[src/rtl/rpa_pkg.sv]
// rpa_pkg: shared helpers for the pipelined reversible ripple adder.
//   rpa_params_ok : legality of a WIDTH/STAGES pair (STAGES divides WIDTH)
//   rpa_chunk     : bits handled by each pipeline stage
//   peres         : Peres gate (P = a, Q = a^b, R = a&b ^ c), packed {P,Q,R}
package rpa_pkg;

  function automatic bit rpa_params_ok(input int width, input int stages);
    return (stages >= 1) && (stages <= width) && ((width % stages) == 0);
  endfunction

  // Falls back to the full width for a nonsense stage count so that the
  // elaboration error below is the message the user sees, not a width error.
  function automatic int rpa_chunk(input int width, input int stages);
    return (stages >= 1) ? (width / stages) : width;
  endfunction

  function automatic logic [2:0] peres(input logic a, input logic b, input logic c);
    return {a, a ^ b, (a & b) ^ c};
  endfunction

endpackage

[src/rtl/rev_fa_peres.sv]
// rev_fa_peres: full adder built from two cascaded Peres gates.
//   a, b, ci : addend bits and carry in
//   s, co    : sum and carry out
//   g0, g1   : garbage outputs of the reversible construction (a, a^b)
module rev_fa_peres
  import rpa_pkg::*;
(
  input  logic a,
  input  logic b,
  input  logic ci,
  output logic s,
  output logic co,
  output logic g0,
  output logic g1
);

  logic [2:0] p1;
  logic [2:0] p2;

  // First gate with a constant-0 ancilla: {a, a^b, a&b}.
  assign p1 = peres(a, b, 1'b0);
  // Second gate folds in ci: Q = a^b^ci, R = (a^b)&ci ^ a&b = majority.
  assign p2 = peres(p1[1], ci, p1[0]);

  assign s  = p2[1];
  assign co = p2[0];
  assign g0 = p1[2];
  assign g1 = p2[2];

endmodule

[src/rtl/rpa_pipe.sv]
// rpa_pipe: pipelined WIDTH-bit adder/subtractor, STAGES chunks of
// WIDTH/STAGES bits, each chunk rippled through rev_fa_peres cells.
//   clk, rst                  : clock, synchronous active-high reset
//   in_valid/in_ready         : operand handshake (a, b, sub, cin)
//   out_valid/out_ready       : result handshake (sum, cout, ovf)
//   sub=1 computes a - b (cin ignored); cout=1 then means no borrow.
// Stall-all pipeline: every register advances only when the output slot is
// empty or being drained. Latency is STAGES+1 register levels (STAGES stage
// registers plus the output register).
module rpa_pipe
  import rpa_pkg::*;
#(
  parameter int WIDTH  = 16,
  parameter int STAGES = 4
) (
  input  logic             clk,
  input  logic             rst,
  input  logic             in_valid,
  output logic             in_ready,
  input  logic [WIDTH-1:0] a,
  input  logic [WIDTH-1:0] b,
  input  logic             sub,
  input  logic             cin,
  output logic             out_valid,
  input  logic             out_ready,
  output logic [WIDTH-1:0] sum,
  output logic             cout,
  output logic             ovf
);

  localparam int CHUNK = rpa_chunk(WIDTH, STAGES);
  localparam int LAST  = STAGES - 1;

  if (!rpa_params_ok(WIDTH, STAGES)) begin : g_param_check
    $error("rpa_pipe: STAGES must divide WIDTH and satisfy 1 <= STAGES <= WIDTH");
  end

  logic             adv;
  logic [WIDTH-1:0] b_eff;
  logic             cin_eff;

  logic             out_valid_q;
  logic [WIDTH-1:0] sum_q;
  logic             cout_q;
  logic             ovf_q;

  assign adv      = !out_valid_q | out_ready;
  assign in_ready = adv;
  // Subtraction as A + ~B + 1; inversion happens once at the input so the
  // skew registers carry B' directly.
  assign b_eff    = sub ? ~b : b;
  assign cin_eff  = sub | cin;

  genvar gi, gj;
  for (gi = 0; gi < STAGES; gi++) begin : g_stage
    localparam int LO  = gi * CHUNK;                 // first bit of this chunk
    localparam int REM = WIDTH - (gi + 1) * CHUNK;   // operand bits still pending

    logic [CHUNK-1:0]    op_a;
    logic [CHUNK-1:0]    op_b;
    logic [CHUNK-1:0]    s_chunk;
    logic [CHUNK:0]      cc;
    logic                valid_in;
    logic [LO+CHUNK-1:0] sum_d;
    logic [LO+CHUNK-1:0] sum_q;
    logic                v_q;
    logic                c_q;

    if (gi == 0) begin : g_src
      assign op_a     = a[CHUNK-1:0];
      assign op_b     = b_eff[CHUNK-1:0];
      assign cc[0]    = cin_eff;
      assign valid_in = in_valid;
      assign sum_d    = s_chunk;
    end else begin : g_src
      assign op_a     = g_stage[gi-1].g_rem.a_q[CHUNK-1:0];
      assign op_b     = g_stage[gi-1].g_rem.b_q[CHUNK-1:0];
      assign cc[0]    = g_stage[gi-1].c_q;
      assign valid_in = g_stage[gi-1].v_q;
      // Completed low chunks ride along so the whole sum leaves together.
      assign sum_d    = {s_chunk, g_stage[gi-1].sum_q};
    end

    for (gj = 0; gj < CHUNK; gj++) begin : g_cell
      rev_fa_peres u_fa (
        .a  (op_a[gj]),
        .b  (op_b[gj]),
        .ci (cc[gj]),
        .s  (s_chunk[gj]),
        .co (cc[gj+1]),
        .g0 (),
        .g1 ()
      );
    end

    // Operand skew: the chunks not yet added wait here, shifted down so the
    // next stage always finds its chunk at bit 0.
    if (REM > 0) begin : g_rem
      logic [REM-1:0] a_d;
      logic [REM-1:0] b_d;
      logic [REM-1:0] a_q;
      logic [REM-1:0] b_q;

      if (gi == 0) begin : g_ld
        assign a_d = a[WIDTH-1:CHUNK];
        assign b_d = b_eff[WIDTH-1:CHUNK];
      end else begin : g_ld
        assign a_d = g_stage[gi-1].g_rem.a_q[REM+CHUNK-1:CHUNK];
        assign b_d = g_stage[gi-1].g_rem.b_q[REM+CHUNK-1:CHUNK];
      end

      always_ff @(posedge clk) begin
        if (rst) begin
          a_q <= '0;
          b_q <= '0;
        end else if (adv) begin
          a_q <= a_d;
          b_q <= b_d;
        end
      end
    end

    always_ff @(posedge clk) begin
      if (rst) begin
        v_q   <= 1'b0;
        c_q   <= 1'b0;
        sum_q <= '0;
      end else if (adv) begin
        v_q   <= valid_in;
        c_q   <= cc[CHUNK];
        sum_q <= sum_d;
      end
    end

    // Signed overflow needs the carry into the MSB cell, only visible here.
    if (gi == LAST) begin : g_ovf
      logic ovf_q;
      always_ff @(posedge clk) begin
        if (rst) begin
          ovf_q <= 1'b0;
        end else if (adv) begin
          ovf_q <= cc[CHUNK-1] ^ cc[CHUNK];
        end
      end
    end
  end

  always_ff @(posedge clk) begin
    if (rst) begin
      out_valid_q <= 1'b0;
      sum_q       <= '0;
      cout_q      <= 1'b0;
      ovf_q       <= 1'b0;
    end else if (adv) begin
      out_valid_q <= g_stage[LAST].v_q;
      sum_q       <= g_stage[LAST].sum_q;
      cout_q      <= g_stage[LAST].c_q;
      ovf_q       <= g_stage[LAST].g_ovf.ovf_q;
    end
  end

  assign out_valid = out_valid_q;
  assign sum       = sum_q;
  assign cout      = cout_q;
  assign ovf       = ovf_q;

endmodule

[config.mk]
export PLATFORM = sky130hd
export DESIGN_NAME = rpa_pipe
export DESIGN_NICKNAME = d
export VERILOG_FILES = /design/src/rtl/rpa_pkg.sv /design/src/rtl/rev_fa_peres.sv /design/src/rtl/rpa_pipe.sv
export SDC_FILE = /design/constraint.sdc
export NUM_CORES = 1
export LEC_CHECK = 0
export ABC_CLOCK_PERIOD_IN_PS = 8250
export BUFFER_PORTS_ARGS = -buffer_cell sky130_fd_sc_hd__clkbuf_2
export CORE_ASPECT_RATIO = 0.6
export CORE_UTILIZATION = 31
export CTS_BUF_LIST = sky130_fd_sc_hd__clkbuf_4 sky130_fd_sc_hd__clkbuf_8 sky130_fd_sc_hd__clkbuf_16
export DETAILED_ROUTE_END_ITERATION = 8
export PLACE_DENSITY = 0.5
export SLEW_MARGIN = 20
export SYNTH_ARGS = -nofsm -noshare
export SYNTH_HDL_FRONTEND = slang
export SYNTH_SLANG_ARGS = --single-unit
[constraint.sdc]
create_clock -name clk -period 8.25 [get_ports clk]
set_input_delay 0.825 -clock clk [delete_from_list [all_inputs] [get_ports clk]]
set_output_delay 0.825 -clock clk [all_outputs]
set_load 0.05 [all_outputs]
==> metrics.md <==
| Metric | Value |
|---|---|
| Status | `finished, final reports clean` |
| Clk_lat worst skew | `0.41 ns` |
| Initial antenna violation count | `0` |
| GRT Util Overall | `13.64%` |
| Max FO, Critical Path | `17` |
| Core Area | `roughly 0.014 mm²` |
| H-tree depth | `4` |
| Setup ws final | `between 5 and 6 ns` |
| RePlAce Congestion | `a little over 0.7` |
| Max clock buf depth | `2` |
| Final setup TNS | `0 ns` |
| CTS Buf Count | `17` |
| Sequential area share after synthesis | `50.60%` |
| Leakage power | `approximately 2.2 nW` |
| CTS tree | `done` |
| Clk sinks | `between 100 and 150` |
| Dpl ws | `4.773 ns` |
| Nets | `624` |
| Most common cell after layout, fill and taps aside | `nand2_1` |
| Worst EP required | `about 8.5 ns` |
| Hold_buf cts | `0` |
| Vias in the first global route | `3428` |
| Post-CTS Setup Repair Bufs | `0` |
| Syn nets | `slightly below 600` |
| Yosys cell types | `16` |
| Critical path capture point type | `flip-flop` |
| Resized Gates After CTS | `0` |
| Setup-failing EPs final | `0` |
| Synth Warn # | `0` |
| Final ANT Viol Nets | `0` |
| # rows | `34` |
| Layout cells sized above 1 | `19.21%` |
| Final Hold Viols | `0` |
| CP arrival | `3.33 ns` |
| Period utilization | `37.09%` |
| PortBufs | `57` |
| Die area | `0.01531 mm²` |
| Min Hold Slack | `0.4495 ns` |
| Worst-margin pin slew | `1.033 ns` |
| Diode count | `0` |
| Initial Utilization | `31.73%` |
| WS Path Type | `primary input to flip-flop` |
| Area growth, synth to finish | `20.88%` |
| Reg clk slew, reported paths | `0.05 ns` |
| Total grt overflow | `0` |
| I/O Pins | `between 50 and 60` |
| Syn_area_per_cell | `8.643 µm²` |
| Final wirelength | `9576 µm` |
| Die span in x | `159.1 µm` |
| Commonest non-fill, non-tap cells in the layout | `nand2_1 (188), dfxtp_1 (116), a21oi_1 (94), clkbuf_2 (56), nor2_1 (24)` |
| Syn Std Cell Area | `0.004589 mm²` |
| HPWL reported at the end of detailed placement | `5901 µm` |
| DR vias/cell | `around 4.5` |
| Largest net degree at the start of global routing | `98` |
| Initial DRC count | `about 220` |
| CTS Root Cell | `clkbuf_16` |
| Fin crit period | `3.060 ns` |
| First-pass DRT Iterations | `6` |
| Via count | `approximately 3500` |
| DRC Markers | `0` |
| Startpoint types | `primary input` |
| Final Max Tran Viols | `0` |
| Worst hold path type | `flip-flop to flip-flop` |
| Pwr Density | `263.0 mW/mm²` |
| First-pass GRT wire length | `around 16000 µm` |
| Cell count after synthesis | `531` |
| #FFs+latches synth | `between 100 and 150` |
| WL per Instance | `around 12 µm` |
| Max-slew headroom | `a little under a third` |
| RSZ-0062 raised after global routing | `no` |
| Height of the die | `about 96 µm` |
| Fmax | `0.3268 GHz` |
| Clock skew | `~0.0084 ns` |
| Max Cap Viol | `0` |
| Maximum vdd drop | `0.00009537 V` |
## cell type report
| class | instances | area [µm²] |
|---|---|---|
| clock buffer | 20 | 460.4 |
| clock inverter | 12 | 155.1 |
| fill | 1507 | 8916 |
| inverter | 14 | 55.05 |
| multi-input combinational | 361 | 1997 |
| sequential | 116 | 2322 |
| tap | 198 | 247.7 |
| timing repair buffer | 60 | 310.3 |
## registers in the layout, summed over array words and instances (netlist names), 4 cells and up
name	cells
g_stage.sum_q	40
g_stage.v_q	4
sum	16
g_stage.g_rem.a_q	24
g_stage.g_rem.b_q	24
g_stage.c_q	4
## worst max-delay path: stages
cell,delay [ns]
clkbuf_2,0.46
xnor2_1,0.20
fa_1,0.45
fa_1,0.41
fa_1,0.37
inv_1,0.07
fa_1,0.40
nand2_1,0.07
a21oi_1,0.07
## where the power goes
part,switching (mW),total (mW),leakage (nW),internal [mW]
sequential,0.0173,0.610,0.951,0.593
clock,0.260,0.754,0.299,0.494
combinational,0.0549,0.0948,0.926,0.0399
total,0.332,1.46,2.18,1.13
## synthesized netlist by cell type
master    instances  area share (%)
nand2_1         188              15
dfxtp_1         116              51
a21oi_1          94              10
nor2_1           24             2.0
a211oi_2         18             4.9
clkbuf_1         17             1.4
fa_1             16             7.0
xnor2_1          15             2.9
buf_2            13             1.4
inv_1            13             1.1
buf_4             7             1.1
a211oi_1          3            0.49
buf_6             3            0.74
xor2_1            2            0.38
inv_4             1            0.14
nor2b_4           1            0.30
## routing by layer
metal  part of all wire, %  vias to the layer above  global-route usage (%)
li1                      -                     1788                       -
met1                    53                     1642                   17.70
met2                    42                       53                   20.98
met3                   4.6                        7                   4.524
met4                  0.87                        0                   5.529
met5                     0                        -                       0
## per-stage QoR
stage,total power [mW],utilization (%),std cells,instance area [µm²]
4_1_cts,1.476,38.36,781,5548
5_1_grt,1.518,38.36,781,5548
3_5_place_dp,0.7181,34.10,749,4932
6_report,1.459,38.36,781,5548
3_3_place_gp,0.7150,34.10,749,4932
2_1_floorplan,0.6883,-,531,4589
## path summary, 6_finish.rpt
kind	start	to	slack [ns]	cells past startpoint
max	sub	g_stage[0].sum_q[3]	5.19	9
min	g_stage[3].sum_q[9]	g_stage[3].sum_q[9]	0.45	2
max reg2reg	g_stage[0].c_q	g_stage[1].sum_q[7]	5.72	6
min reg2reg	g_stage[3].sum_q[9]	g_stage[3].sum_q[9]	0.45	2
## cell families (layout without fill, tap and decap cells)
group | count (synthesis) | after routing | synth area share, %
flops | 116 | 116 | 50.60
fa+ha+maj | 16 | 16 | 6.979
xor+xnor | 17 | 17 | 3.244
compound gates | 115 | 115 | 15.65
simple gates | 213 | 213 | 17.64
buf+inv | 54 | 106 | 5.889
(Power assumes the default switching activity.)
